$ cat src/rtl/ifu_fetch_pkg.sv
// Shared definitions for the instruction fetch unit.
//   ISA_WIDTH         : datapath / address width
//   RESET_PC_DEFAULT  : default PC after reset
//   IFU_* constants   : FSM state encoding (IFU_STATE_WIDTH bits)
//   pc_sel_e          : next-PC mux select for ifu_pc_reg
package ifu_fetch_pkg;

    localparam int ISA_WIDTH       = 32;
    localparam logic [ISA_WIDTH-1:0] RESET_PC_DEFAULT = 32'h8000_0000;

    localparam int IFU_STATE_WIDTH = 2;
    localparam logic [IFU_STATE_WIDTH-1:0] IFU_REQ   = 2'd0;
    localparam logic [IFU_STATE_WIDTH-1:0] IFU_WAIT  = 2'd1;
    localparam logic [IFU_STATE_WIDTH-1:0] IFU_HOLD  = 2'd2;
    localparam logic [IFU_STATE_WIDTH-1:0] IFU_DRAIN = 2'd3;

    typedef enum logic [1:0] {
        PC_HOLD  = 2'd0,
        PC_INC   = 2'd1,
        PC_REDIR = 2'd2
    } pc_sel_e;

endpackage

$ cat src/rtl/ifu_fetch_pc_reg.sv
// PC register with next-PC mux.
//   clk, rst_n      : clock, async active-low reset (loads RESET_PC)
//   sel_i           : hold / increment by PC_STEP / load redirect_pc_i
//   redirect_pc_i   : redirect target
//   pc_o            : current PC
//   pc_next_o       : value the PC takes at the next edge
module ifu_pc_reg
    import ifu_fetch_pkg::*;
#(
    parameter logic [ISA_WIDTH-1:0] RESET_PC = RESET_PC_DEFAULT,
    parameter int unsigned          PC_STEP  = 4
) (
    input  logic                 clk,
    input  logic                 rst_n,
    input  pc_sel_e              sel_i,
    input  logic [ISA_WIDTH-1:0] redirect_pc_i,
    output logic [ISA_WIDTH-1:0] pc_o,
    output logic [ISA_WIDTH-1:0] pc_next_o
);

    localparam logic [ISA_WIDTH-1:0] STEP = ISA_WIDTH'(PC_STEP);

    logic [ISA_WIDTH-1:0] pc_q;
    logic [ISA_WIDTH-1:0] pc_d;

    // Addition wraps modulo 2^ISA_WIDTH by construction.
    always_comb begin
        pc_d = pc_q;
        unique case (sel_i)
            PC_INC:   pc_d = pc_q + STEP;
            PC_REDIR: pc_d = redirect_pc_i;
            default:  pc_d = pc_q;
        endcase
    end

    always_ff @(posedge clk or negedge rst_n) begin
        if (!rst_n) pc_q <= RESET_PC;
        else        pc_q <= pc_d;
    end

    assign pc_o      = pc_q;
    assign pc_next_o = pc_d;

endmodule

$ cat src/rtl/ifu_fetch.sv
// Instruction fetch unit: single-outstanding word fetch from imem, handing
// each instruction plus its PC to the decoder over valid/ready.
//   clk, rst                    : clock, async active-low reset
//   imem_req_valid/ready/addr   : read request (addr = pc)
//   imem_resp_valid/data/err    : read response, one per accepted request
//   inst_valid/ready, inst,
//   inst_pc, fetch_err          : instruction handoff to the decoder
//   redirect_valid/pc           : single-cycle redirect, flushes fetch
//
// state | meaning
// REQ   | request for pc presented to imem
// WAIT  | request accepted, waiting for its response
// HOLD  | instruction (or fault) held for the decoder
// DRAIN | stale request outstanding, its response will be dropped
module ifu_fetch
    import ifu_fetch_pkg::*;
#(
    parameter logic [ISA_WIDTH-1:0] RESET_PC = RESET_PC_DEFAULT,
    parameter int unsigned          PC_STEP  = 4
) (
    input  logic                 clk,
    input  logic                 rst,
    output logic                 imem_req_valid,
    input  logic                 imem_req_ready,
    output logic [ISA_WIDTH-1:0] imem_req_addr,
    input  logic                 imem_resp_valid,
    input  logic [ISA_WIDTH-1:0] imem_resp_data,
    input  logic                 imem_resp_err,
    output logic                 inst_valid,
    input  logic                 inst_ready,
    output logic [ISA_WIDTH-1:0] inst,
    output logic [ISA_WIDTH-1:0] inst_pc,
    output logic                 fetch_err,
    input  logic                 redirect_valid,
    input  logic [ISA_WIDTH-1:0] redirect_pc
);

    logic [IFU_STATE_WIDTH-1:0] state_q, state_d, state_raw;
    logic [ISA_WIDTH-1:0]       inst_q, inst_d;
    logic [ISA_WIDTH-1:0]       inst_pc_q, inst_pc_d;
    logic                       err_q, err_d;
    logic [ISA_WIDTH-1:0]       pc;
    logic [ISA_WIDTH-1:0]       pc_next;
    pc_sel_e                    pc_sel;

    ifu_pc_reg #(
        .RESET_PC (RESET_PC),
        .PC_STEP  (PC_STEP)
    ) u_pc_reg (
        .clk           (clk),
        .rst_n         (rst),
        .sel_i         (pc_sel),
        .redirect_pc_i (redirect_pc),
        .pc_o          (pc),
        .pc_next_o     (pc_next)
    );

    // Handshake-driven transitions and PC selection.
    always_comb begin
        state_raw = state_q;
        pc_sel    = PC_HOLD;
        unique case (state_q)
            IFU_REQ: begin
                if (redirect_valid) begin
                    pc_sel    = PC_REDIR;
                    state_raw = imem_req_ready ? IFU_DRAIN : IFU_REQ;
                end else if (imem_req_ready) begin
                    state_raw = IFU_WAIT;
                end
            end
            IFU_WAIT: begin
                if (redirect_valid) begin
                    pc_sel    = PC_REDIR;
                    state_raw = imem_resp_valid ? IFU_REQ : IFU_DRAIN;
                end else if (imem_resp_valid) begin
                    state_raw = IFU_HOLD;
                end
            end
            IFU_DRAIN: begin
                if (redirect_valid) pc_sel = PC_REDIR;
                if (imem_resp_valid) state_raw = IFU_REQ;
            end
            IFU_HOLD: begin
                // A redirect wins the PC even when a transfer happens too.
                if (redirect_valid) begin
                    pc_sel    = PC_REDIR;
                    state_raw = IFU_REQ;
                end else if (inst_ready) begin
                    pc_sel    = PC_INC;
                    state_raw = IFU_REQ;
                end
            end
            default: state_raw = IFU_REQ;
        endcase
    end

    // Instruction capture and the misaligned-PC shortcut. Kept separate from
    // the block above because it looks at pc_next, which depends on pc_sel.
    always_comb begin
        state_d   = state_raw;
        inst_d    = inst_q;
        inst_pc_d = inst_pc_q;
        err_d     = err_q;
        if (state_q == IFU_WAIT && imem_resp_valid && !redirect_valid) begin
            inst_d    = imem_resp_err ? '0 : imem_resp_data;
            inst_pc_d = pc;
            err_d     = imem_resp_err;
        end
        // A misaligned PC never reaches memory: present a fault instead.
        if (state_raw == IFU_REQ && pc_next[1:0] != 2'b00) begin
            state_d   = IFU_HOLD;
            inst_d    = '0;
            inst_pc_d = pc_next;
            err_d     = 1'b1;
        end
    end

    always_ff @(posedge clk or negedge rst) begin
        if (!rst) begin
            state_q   <= IFU_REQ;
            inst_q    <= '0;
            inst_pc_q <= '0;
            err_q     <= 1'b0;
        end else begin
            state_q   <= state_d;
            inst_q    <= inst_d;
            inst_pc_q <= inst_pc_d;
            err_q     <= err_d;
        end
    end

    // State sits in REQ during reset; gate so no request is seen then.
    assign imem_req_valid = (state_q == IFU_REQ) & rst;
    assign imem_req_addr  = pc;
    assign inst_valid     = (state_q == IFU_HOLD);
    assign inst           = inst_q;
    assign inst_pc        = inst_pc_q;
    assign fetch_err      = err_q;

endmodule

$ cat config.mk
export PLATFORM = sky130hd
export DESIGN_NAME = ifu_fetch
export DESIGN_NICKNAME = d
export VERILOG_FILES = /design/src/rtl/ifu_fetch_pkg.sv /design/src/rtl/ifu_fetch_pc_reg.sv /design/src/rtl/ifu_fetch.sv
export SDC_FILE = /design/constraint.sdc
export NUM_CORES = 1
export LEC_CHECK = 0
export ABC_CLOCK_PERIOD_IN_PS = 3200
export CORE_MARGIN = 2
export CORE_UTILIZATION = 46
export DETAILED_ROUTE_END_ITERATION = 10
export PLACE_DENSITY = 0.81
export SLEW_MARGIN = 0
export SYNTH_ARGS = -nofsm -noshare
export SYNTH_HDL_FRONTEND = slang
export SYNTH_SLANG_ARGS = --single-unit
$ cat constraint.sdc
create_clock -name clk -period 3.2 [get_ports clk]
set_input_delay 0.64 -clock clk [delete_from_list [all_inputs] [get_ports clk]]
set_output_delay 0.64 -clock clk [all_outputs]
set_load 0.005 [all_outputs]
---- After elaboration in Yosys (flattened, before gate mapping) ----
Index checks and enable logic that the tools add are counted.
operators by class
  add/subtract/negate cells ............... 1
  $mul .................................... 0
  divide/modulo/power cells ............... 0
  magnitude comparators ................... 0
  equality and inequality tests ........... 5
  shift operators ......................... 0
  mux-type cells .......................... 23
  bitwise gates (word level) .............. 1
  reduce and logical (&&, ||, !) cells .... 9
operators with widths
  kind                     count
  $mux W32                 5
  $pmux W32 S2             1
  $add A32 B3 Y32 const B  1
  $mux W2                  12
  $pmux W2 S4              1
  $eq A2 B2 Y1 const B     3
  $eq A2 B1 Y1 const B     2
  $logic_not A2 Y1         2
  $pmux W2 S2              1
  $reduce_bool A2 Y1       2
  $logic_and A1 B1 Y1      3
  $mux W1                  3
  $reduce_or A3 Y1         1
  $and A1 B1 Y1            1
  $logic_not A1 Y1         1
word-level totals
  register bits ........................... 99
  bits in latches ......................... 0
  memory bits (writable) .................. 0
  memory bits (read-only) ................. 0
  input bits .............................. 71
  output and inout port bits .............. 99
  logic and storage cells ................. 44
  memories ................................ 0

---- Depth between registers and ports, before layout ----
Gate-level depths: netlist (run 1).
  depth after elaboration ................. 8
  gate-level depth with buffers ........... 11
  depth with buffers taken out ............ 8

---- Hierarchy ----
A second synthesis (run 1) with hierarchy kept.
second synthesis, totals
  cells, all modules ...................... 434
  area, all modules ....................... 4,745.8 um^2
modules (own cells, without submodules)
  module      times used  cells an instance  area an instance (um^2)  seq. area each (um^2)
  ifu_fetch   1           202                2,730.1                  1,676.6
  ifu_pc_reg  1           232                2,015.7                  802.0

---- Worst setup path before layout (run 1) ----
No wires, ideal clock.
  path type ............................... in2reg
  start ................................... input port redirect_valid
  end ..................................... register inst_pc_q[11] (netlist: inst_pc[11])
  library setup time ...................... 0.119 ns
  arrival time ............................ 2.500 ns
  data required time ...................... 3.081 ns
  setup slack ............................. 0.581 ns
  cell stages on the path ................. 10
  buffers on the path ..................... 4
  path through ............................ buf_2 inv_1 and3_1 ha_1 clkbuf_1 nor2b_1 clkbuf_1 buf_1 a221o_1 o21a_1
on the way
  elaborated cells on any way between the ends .. 17
  those cells by class .................... 2 x eq/ne; 9 x mux; 6 x reduce/logical
RTL lines
  item                                          RTL line                text
  start: declaration                            ifu_fetch.sv:34         input logic redirect_valid,
  $mux W2 (on tied branches)                    n/a
  $pmux W2 S2 *                                 ifu_fetch.sv:62         unique case (state_q)
  $eq A2 B2 Y1 or $eq A2 B1 Y1 (tied branches)  ifu_fetch_pc_reg.sv:29  unique case (sel_i)
  $pmux W32 S2 *                                ifu_fetch_pc_reg.sv:29
  named net pc_next[11]                         ifu_fetch.sv:43         logic [ISA_WIDTH-1:0] pc_next;
  $mux W32 *                                    ifu_fetch.sv:110        if (state_raw == IFU_REQ && pc_next[1:0] != 2'b00) begin
  end signal: assignment                        ifu_fetch.sv:127        inst_pc_q <= inst_pc_d;
  end: declaration                              ifu_fetch.sv:40         logic [ISA_WIDTH-1:0] inst_pc_q, inst_pc_d;
Mark *: on every way through the listed nets, which the timed path passes. The rest lies on a longest branch.
A chain may end at the register's enable or synchronous reset.

---- Final worst setup path (run 1) ----
  start ................................... input port redirect_valid
  end ..................................... register inst_pc_q[24] (netlist: inst_pc[24])
Same word-level chain as after synthesis.

==> out/results.ini, run 1 <==
[run_status]
status=complete, no violations

[placement]
dp_hpwl_um=11200
dp_slack_ns=-0.0700
portBuffers=169
gp_congestion=0.944
place_area_um2=6790
place_inst=762

[sta]
setup_tns_ns=0
min_period_ns=2.94
fin_ws_ns=0.260
fin_skew_ns=0.00772
period_share_pct=91.9
whs_ns=0.302
fmax_mhz=340
rsz0062_at_grt=no
worst_slew_pin_slew_ns=1.08
finalMaxSlewViolations=0
hold_viol=0
slew_headroom_pct=27.7
finalSetupViolations=0

[logic_synthesis]
synth_seq_area_share_pct=50.9
yosys-top-cells-area=dfrtp_1, a22o_1, a221o_1
ys_ff_latch=99
yosysTopAreaCell=dfrtp_1
netlist.area_leader.share_pct=50.3
ys_types=56
syn_area_um2=4870
synth.avg_cell_area_um2=10.3
synth_fp_nets=546
synth-main-ff-cell=dfrtp_1
synthesis.instances=472
synth_edf_count=0
ys_warn_count=0
synthArstFlopShare_pct=100

[routing]
detail_route.wl_per_cell_um=19.9
first_pass_iters=6
via_count=4713
drc=0
viasPerCell=6.07
drt_iter0_drc=308
antenna_left=0
wl_um=15400

[floorplan]
rows=37
core_area_um2=10300
die_x_um=107
initial_core_util_pct=47.2
io_pins=170
die_area_um2=11400
die_h_um=107

[layout]
num_antenna_cells=0
final_nets=711
fin_area_um2=7000
finalNonFillerCells=777
drive_above_1_share_pct=7.80
areaGrowthSynthToFinish_pct=43.7

[power_and_ir_drop]
clkPwrFrac_pct=18.0
swShare_pct=34.5
p_per_area_nw_per_um2=686
worst_ir_drop_vdd_v=0.000367
power_leakage_nw=3.05
pwr-share-comb_pct=41.8
pwr-share-seq_pct=40.3
p_int_mw=3.15
p_sw_mw=1.66

[global_route]
grt_max_degree=68
antenna_found_initial=0
grt_pass1_vias=4701
grt_pass1_wl_um=24500
overflow=0
track_usage_pct=27.6

[setup_path]
cp_cell_sequence=clkdlybuf4s50_1 -> inv_1 -> and3_1 -> ha_1 -> nor2b_1 -> buf_4 -> a22oi_1 -> o211ai_1 -> a21o_1 -> a21o_1
cp.required_ns=3.50
cp_max_fo=14
r2r_start=state_q[1]
r2r-end=inst_pc[24]
setup.worst_path.class=primary input to flop
max_stage_delay_ns=0.84
critPathCaptureType=flop
ff2ff_setup_slack_ns=0.44
path_buf_inv=3
critPathTopFamily=simple AND/OR/NAND/NOR gates
slowest_stage=nor2b_1
worstPathArrival_ns=3.24
cpMostUsedCell=a21o_1
worst-path-stages=10
critPathLaunchType=primary input
rr_worst_depth=9

[cts]
post-cts-setup-buffer-count=0
numCtsBuffers=9
cts-root-buf=clkbuf_8
cts.clk_slew.worst_paths_ns=0.09
clockBufferDepth=2
cts_hold_repair.buffers=0
cts_tree=yes
clock_latency_ns=0.36
cts_sinks=99
ctsResizeCount=0
cts_htree_levels=3

[min_path]
worst_hold_path_type=primary input to async pin

[run]
drv_cap=0

-- worst max-delay path by stage --
| stage | from | end | slack (ns) |
|---|---|---|---|
| 6_report | redirect_valid | inst_pc[24] | 0.26 |
| 5_1_grt | redirect_valid | inst_pc[24] | 0.11 |
| 4_1_cts | redirect_valid | inst_pc[24] | 0.29 |
| 3_5_place_dp | redirect_valid | inst_pc[24] | -0.07 |
| 3_3_place_gp | redirect_valid | inst_pc[24] | 0.004 |
| 2_1_floorplan | redirect_valid | inst_pc[11] | 0.58 |
-- metal layers --
metal / GRT usage, % / wire, um
met3: 8.21 / 1560
met4: 11.7 / 397
met2: 44.5 / 7240
met1: 34.7 / 6240
met5: 0 / 0
-- state kept, by name, indices dropped and copies added (netlist names) --
name,cells
inst_pc,32
inst,32
state_q,2
u_pc_reg.pc_o,32
fetch_err,1
-- power groups by stage --
stage	combinational [mW]	sequential, mW	clock, mW
CTS	2.01	1.93	0.880
finish	2.01	1.94	0.863
detailed placement	2.00	1.94	0
global route	2.17	1.99	0.934
floorplan	0.917	1.86	0
global placement	1.96	1.93	0
-- metrics by stage --
| stage | utilization (%) | total power [mW] |
|---|---|---|
| floorplan | - | 2.78 |
| global placement | 65.8 | 3.89 |
| detailed placement | 65.8 | 3.95 |
| CTS | 67.8 | 4.82 |
| global route | 67.8 | 5.09 |
| finish | 67.8 | 4.81 |
-- cells in the mapped netlist (5+ instances only) --
| library cell | instances |
|---|---|
| nand2_1 | 38 |
| inv_1 | 16 |
| and4_1 | 5 |
| clkbuf_1 | 30 |
| mux2_2 | 5 |
| and2_1 | 6 |
| mux2i_1 | 6 |
| a22oi_1 | 7 |
| or4_1 | 6 |
| a21o_1 | 18 |
| a21oi_1 | 13 |
| o311ai_0 | 5 |
| a221o_1 | 20 |
| a22o_1 | 43 |
| buf_2 | 6 |
| nor3_1 | 11 |
| nand4_1 | 17 |
| nand3_1 | 15 |
| o22ai_1 | 9 |
| and3_1 | 6 |
| nor2_1 | 25 |
| dfrtp_1 | 98 |
| o21ai_0 | 8 |
-- final cells by class --
cell class                      count  area (um2)
Timing Repair Buffer              191        1880
Tap cell                          136         170
Clock buffer                       13         149
Sequential cell                    99        2480
Multi-Input combinational cell    320        2200
Inverter                           16        60.1
Clock inverter                      2        60.1
Fill cell                         777        3320
-- layout by cell type, fill, tap and decap left out, types with 5 or more instances in the layout --
master / count
a21o_1: 18
a21oi_1: 13
a221o_1: 20
a22o_1: 43
a22oi_1: 7
and2_1: 6
and3_1: 6
and4_1: 5
buf_4: 21
clkbuf_8: 10
clkdlybuf4s50_1: 168
dfrtp_1: 98
inv_1: 16
mux2_2: 5
mux2i_1: 6
nand2_1: 38
nand3_1: 15
nand4_1: 17
nor2_1: 24
nor3_1: 11
o21ai_0: 8
o22ai_1: 9
o311ai_0: 5
or4_1: 6
-- logic make-up (layout without fill, tap and decap cells) --
kind of cell	Yosys count	after routing	synth area share, %
and+or+nand+nor	148	148	15.9
adders and majority gates	3	3	0.771
AOI/OAI and AO/OA	158	158	25.8
buffers and inverters	53	222	4.24
muxes	11	11	2.39
DFF	99	99	50.9
Power figures use the tool's default switching activity.
==> inputs of run 2 (changes only) <==
Settings changed: CAP_MARGIN set to 5, MAX_ROUTING_LAYER set to met4.
==> out/results.ini, run 2 (synthesis results as in run 1) <==
[sta]
fin_ws_ns=0.338  ; +0.0779 ns
rsz0062_at_grt=no
finalMaxSlewViolations=0  ; unchanged
setup_tns_ns=0  ; unchanged
period_share_pct=89.4  ; -2.4 points
worst_slew_pin_slew_ns=0.732  ; -0.351 ns
hold_viol=0  ; unchanged
fin_skew_ns=0.00569  ; -0.00203 ns
slew_headroom_pct=51.2  ; +24 points
finalSetupViolations=0  ; unchanged
min_period_ns=2.86  ; -0.0779 ns
fmax_mhz=349  ; +2.7%
whs_ns=0.327  ; +0.0252 ns

[global_route]
use_met3_pct=7.42  ; -0.79 points
grt_pass1_vias=4826  ; +2.7%
met2_usage_pct=46.4  ; +1.9 points
track_usage_pct=29.1  ; +1.4 points
grt_pass1_wl_um=25100  ; +2.5%
grt_max_degree=61  ; -10%
met1_usage_pct=36.5  ; +1.8 points
busiest_layer=met2
antenna_found_initial=0  ; unchanged
overflow=0  ; unchanged

[setup_path]
critPathLaunchType=primary input
cp_max_fo=15  ; +1
worstPathArrival_ns=3.12  ; -0.12 ns
setup.worst_path.class=primary input to flop
cp.required_ns=3.45  ; -0.05 ns
critPathCaptureType=flop

[power_and_ir_drop]
worst_ir_drop_vdd_v=0.000352  ; -3.9%
p_per_area_nw_per_um2=693  ; +0.91%
power_leakage_nw=3.07  ; +0.56%
power.total_mw=4.87  ; +1.4%

[run]
drv_cap=0  ; unchanged

[placement]
place_area_um2=6790  ; unchanged
portBuffers=169  ; unchanged
place_inst=762  ; unchanged
dp_slack_ns=-0.118  ; -0.0476 ns
dp_hpwl_um=11000  ; -1.5%
gp_congestion=0.943  ; about the same

[layout]
fin_area_um2=7030  ; +0.45%
utilization_pct=68.1  ; +0.30 points
area.sequential_um2=2480  ; unchanged
areaGrowthSynthToFinish_pct=44.4
final_nets=711  ; unchanged
layout_commonest_cell=clkdlybuf4s50_1
finalNonFillerCells=778  ; +0.13%
num_antenna_cells=0  ; unchanged
final_cell_mix=clkdlybuf4s50_1, dfrtp_1, a22o_1, nand2_1, nor2_1
multi_input_area_um2=2210  ; +0.11%
fill_cells=772  ; -0.64%
drive_above_1_share_pct=8.41  ; +0.61 points

[cts]
clock_latency_ns=0.36  ; about the same
clockBufferDepth=2  ; unchanged
cts_sinks=99  ; unchanged
cts_tree=yes
cts-root-buf=clkbuf_8
cts_htree_levels=3  ; unchanged
cts.clk_slew.worst_paths_ns=0.09  ; about the same
numCtsBuffers=9  ; unchanged

[routing]
drt_iter0_drc=324  ; +5.2%
drc=0  ; unchanged
wl_um=15400  ; -0.48%
antenna_left=0  ; unchanged
via_count=4722  ; +0.19%
detail_route.wl_per_cell_um=19.7  ; -0.61%
first_pass_iters=5  ; -1
viasPerCell=6.07  ; about the same

[min_path]
worst_hold_path_type=primary input to async pin

[floorplan]
die_area_um2=11400  ; unchanged
die_h_um=107  ; unchanged
core_area_um2=10300  ; unchanged
die_x_um=107  ; unchanged
rows=37  ; unchanged
initial_core_util_pct=47.2  ; unchanged
io_pins=170  ; unchanged

[run_status]
status=complete, no violations

## run 2: layout make-up
| type | instances | area share [%] |
|---|---|---|
| flip-flops and latches | 99 | 35.2 |
| multi-input cells | 320 | 31.4 |
| repair buffers | 191 | 26.7 |
| well taps | 136 | 2.42 |
| clock buffers | 13 | 2.40 |
| clock inverters | 3 | 0.979 |
| inverters | 16 | 0.854 |
## run 2: worst paths after layout
| kind | from | endpoint | slack (ns) | cells past startpoint |
|---|---|---|---|---|
| setup / recovery | redirect_valid | inst_pc[7] | 0.34 | 10 |
| hold / removal | rst | state_q[1] | 0.33 | 2 |
| setup reg to reg | state_q[1] | inst_pc[7] | 0.57 | 9 |
| hold reg to reg | inst_pc[2] | inst_pc[2] | 0.49 | 2 |
| max in group asynchronous | rst | u_pc_reg.pc_o[28] | 1.74 | 3 |
| min in group clk | inst_pc[2] | inst_pc[2] | 0.49 | 2 |
## run 2: repair_timing
action                                  4_1_cts  5_1_grt
resized for setup                             0        1
hold buffers                                  0        0
endpoints found under the setup margin        0        1
buffers inserted                              0        0
## run 2: worst max-delay path, stage by stage
cell             delay [ns]
clkdlybuf4s50_1        0.52
inv_1                  0.08
and3_1                 0.17
ha_1                   0.31
buf_4                  0.22
nand2b_1               0.28
buf_4                  0.20
nor3_1                 0.05
a221o_1                0.30
a221o_1                0.33
## run 2: power by group
part	total, mW	internal [mW]	switching, mW
clock	0.935	0.507	0.428
combinational	2.00	1.12	0.887
sequential	1.93	1.57	0.364
## run 2: layer usage
layer | up-vias | wire (um)
li1 | 2136 | -
met5 | - | 0
met2 | 268 | 7320
met1 | 2296 | 6320
met4 | 0 | 268
met3 | 22 | 1450
==> inputs of run 3 (changes only) <==
--- a/config.mk
+++ b/config.mk
@@ -13,4 +13,6 @@
 export MAX_ROUTING_LAYER = met4
 export PLACE_DENSITY = 0.81
+export RECOVER_POWER = 50
+export SKIP_LAST_GASP = 1
 export SLEW_MARGIN = 0
 export SYNTH_ARGS = -nofsm -noshare
==> constraint.sdc (replaced) <==
create_clock -name clk -period 3.2 [get_ports clk]
set_input_delay 0.32 -clock clk [delete_from_list [all_inputs] [get_ports clk]]
set_output_delay 0.32 -clock clk [all_outputs]
set_load 0.005 [all_outputs]
==> out/results.ini, run 3 (synthesis results as in run 1) <==
[cts]
cts_tree=yes
cts_sinks=99  ; unchanged
cts.clk_slew.worst_paths_ns=0.09  ; about the same
cts_htree_levels=3  ; unchanged
clockBufferDepth=2  ; unchanged
ctsResizeCount=0  ; unchanged
cts-root-buf=clkbuf_8
clock_latency_ns=0.38  ; +0.02 ns
post-cts-setup-buffer-count=0  ; unchanged
numCtsBuffers=9  ; unchanged
cts_hold_repair.buffers=1  ; +1

[placement]
gp_congestion=0.970  ; +2.8%
portBuffers=169  ; unchanged
dp_hpwl_um=11000  ; -0.31%

[layout]
final_cell_mix=dfrtp_1, dlygate4sd3_1, clkdlybuf4s50_1, a22o_1, nand2_1
drive_above_1_share_pct=7.36  ; -1.1 points
num_antenna_cells=0  ; unchanged
final_nets=708  ; -0.42%
layout_commonest_cell=dfrtp_1
areaGrowthSynthToFinish_pct=42.5

[power_and_ir_drop]
p_sw_mw=1.67  ; -0.42%
p_int_mw=2.90  ; -9.2%
worst_ir_drop_vdd_v=0.000380  ; +7.7%
p_per_area_nw_per_um2=658  ; -5.0%
pwr-share-seq_pct=42.1  ; +2.4 points
swShare_pct=36.6  ; +2.1 points
power_leakage_nw=3.23  ; +5.3%
power.total_mw=4.57  ; -6.2%
clkPwrFrac_pct=17.0  ; -2.2 points
pwr-share-comb_pct=40.9  ; -0.3 points

[setup_path]
critPathLaunchType=flop
critPathCaptureType=flop
slowest_stage=or4_1
setup.worst_path.class=flop to flop
worstPathArrival_ns=2.85  ; -0.27 ns
cp_cell_sequence=nand4_1 -> or4_1 -> nor4_1 -> mux2_2 -> a221o_1
cp_max_fo=9  ; -6
max_stage_delay_ns=0.70  ; +0.18 ns
cp.required_ns=3.46  ; about the same

[global_route]
grt_pass1_vias=4726  ; -2.1%
overflow=0  ; unchanged
busiest_layer=met2
grt_pass1_wl_um=24500  ; -2.6%
met1_usage_pct=35.5  ; -0.98 points
track_usage_pct=28.2  ; -0.83 points
grt_max_degree=61  ; unchanged
met2_usage_pct=44.4  ; -2.0 points
use_met3_pct=7.60  ; +0.18 points
antenna_found_initial=0  ; unchanged

[routing]
via_count=4749  ; +0.57%
first_pass_iters=5  ; unchanged
antenna_left=0  ; unchanged
drc=0  ; unchanged
wl_um=15300  ; -0.51%
detail_route.wl_per_cell_um=19.7  ; -0.12%
drt_iter0_drc=365  ; +13%
viasPerCell=6.13  ; +0.96%

[sta]
worst_slew_pin_slew_ns=1.48  ; +0.747 ns
slew_headroom_pct=1.45  ; -50 points
finalMaxSlewViolations=0  ; unchanged
period_share_pct=80.8  ; -8.6 points
rsz0062_at_grt=no
hold_viol=0  ; unchanged
fmax_mhz=387  ; +11%
fin_skew_ns=0.0118  ; +0.00612 ns
setup_tns_ns=0  ; unchanged
min_period_ns=2.59  ; -0.276 ns
finalSetupViolations=0  ; unchanged

[floorplan]
initial_core_util_pct=47.2  ; unchanged
die_area_um2=11400  ; unchanged
die_h_um=107  ; unchanged
io_pins=170  ; unchanged
die_x_um=107  ; unchanged
core_area_um2=10300  ; unchanged
rows=37  ; unchanged

[run]
drv_cap=0  ; unchanged

[min_path]
worst_hold_path_type=primary input to async pin

[run_status]
status=complete, no violations

==> run 3: path summary, 6_finish.rpt <==
path / start / depth (start not counted) / slack (ns) / end
max: u_pc_reg.pc_o[14] / 5 / 0.61 / u_pc_reg.pc_o[29]
min reg2reg: inst_pc[3] / 2 / 0.48 / inst_pc[3]
min: rst / 2 / 0.47 / state_q[1]
max reg2reg: u_pc_reg.pc_o[14] / 5 / 0.61 / u_pc_reg.pc_o[29]
min in group clk: inst_pc[3] / 2 / 0.48 / inst_pc[3]
max in group asynchronous: rst / 3 / 0.90 / u_pc_reg.pc_o[28]
==> run 3: cell type report <==
class | instances | area (um2)
Clock buffer | 13 | 169
Fill cell | 798 | 3380
Multi-Input combinational cell | 320 | 2200
Clock inverter | 3 | 21.3
Tap cell | 136 | 170
Timing Repair Buffer | 188 | 1840
Inverter | 16 | 60.1
Sequential cell | 99 | 2480
==> run 3: per-stage QoR <==
step           util (%)  hold slack (ns)  cell area [um2]  std cells  setup slack [ns]
2_1_floorplan         -           0.0244             4870        472             0.866
3_3_place_gp       65.4            0.312             6750        758             0.443
3_5_place_dp       65.4            0.318             6750        758             0.361
4_1_cts            67.3            0.476             6950        775             0.637
5_1_grt            67.3            0.515             6940        775             0.455
6_report           67.3            0.468             6940        775             0.613
==> run 3: worst max-delay path: cells and delay by family (launching register included) <==
| kind | cells | cell delay, ns |
|---|---|---|
| and+or+nand+nor | 3 | 1.24 |
| AOI/OAI and AO/OA | 1 | 0.31 |
| muxes | 1 | 0.40 |
| DFF | 1 | 0.51 |
==> run 3: power groups by stage <==
stage               sequential (mW)  clock [mW]  combinational [mW]
floorplan                      1.86           0               0.917
global placement               1.93           0                1.94
detailed placement             1.94           0                1.98
CTS                            1.92       0.785                1.98
global route                   1.97       0.841                2.03
finish                         1.92       0.776                1.87
==> run 3: per-layer routing <==
metal	part of all wire (%)	vias to the layer above	routed length, um
met2	47	280	7250
met5	0	-	0
met3	10	32	1570
met4	2.1	0	327
met1	40	2303	6130
li1	-	2134	-
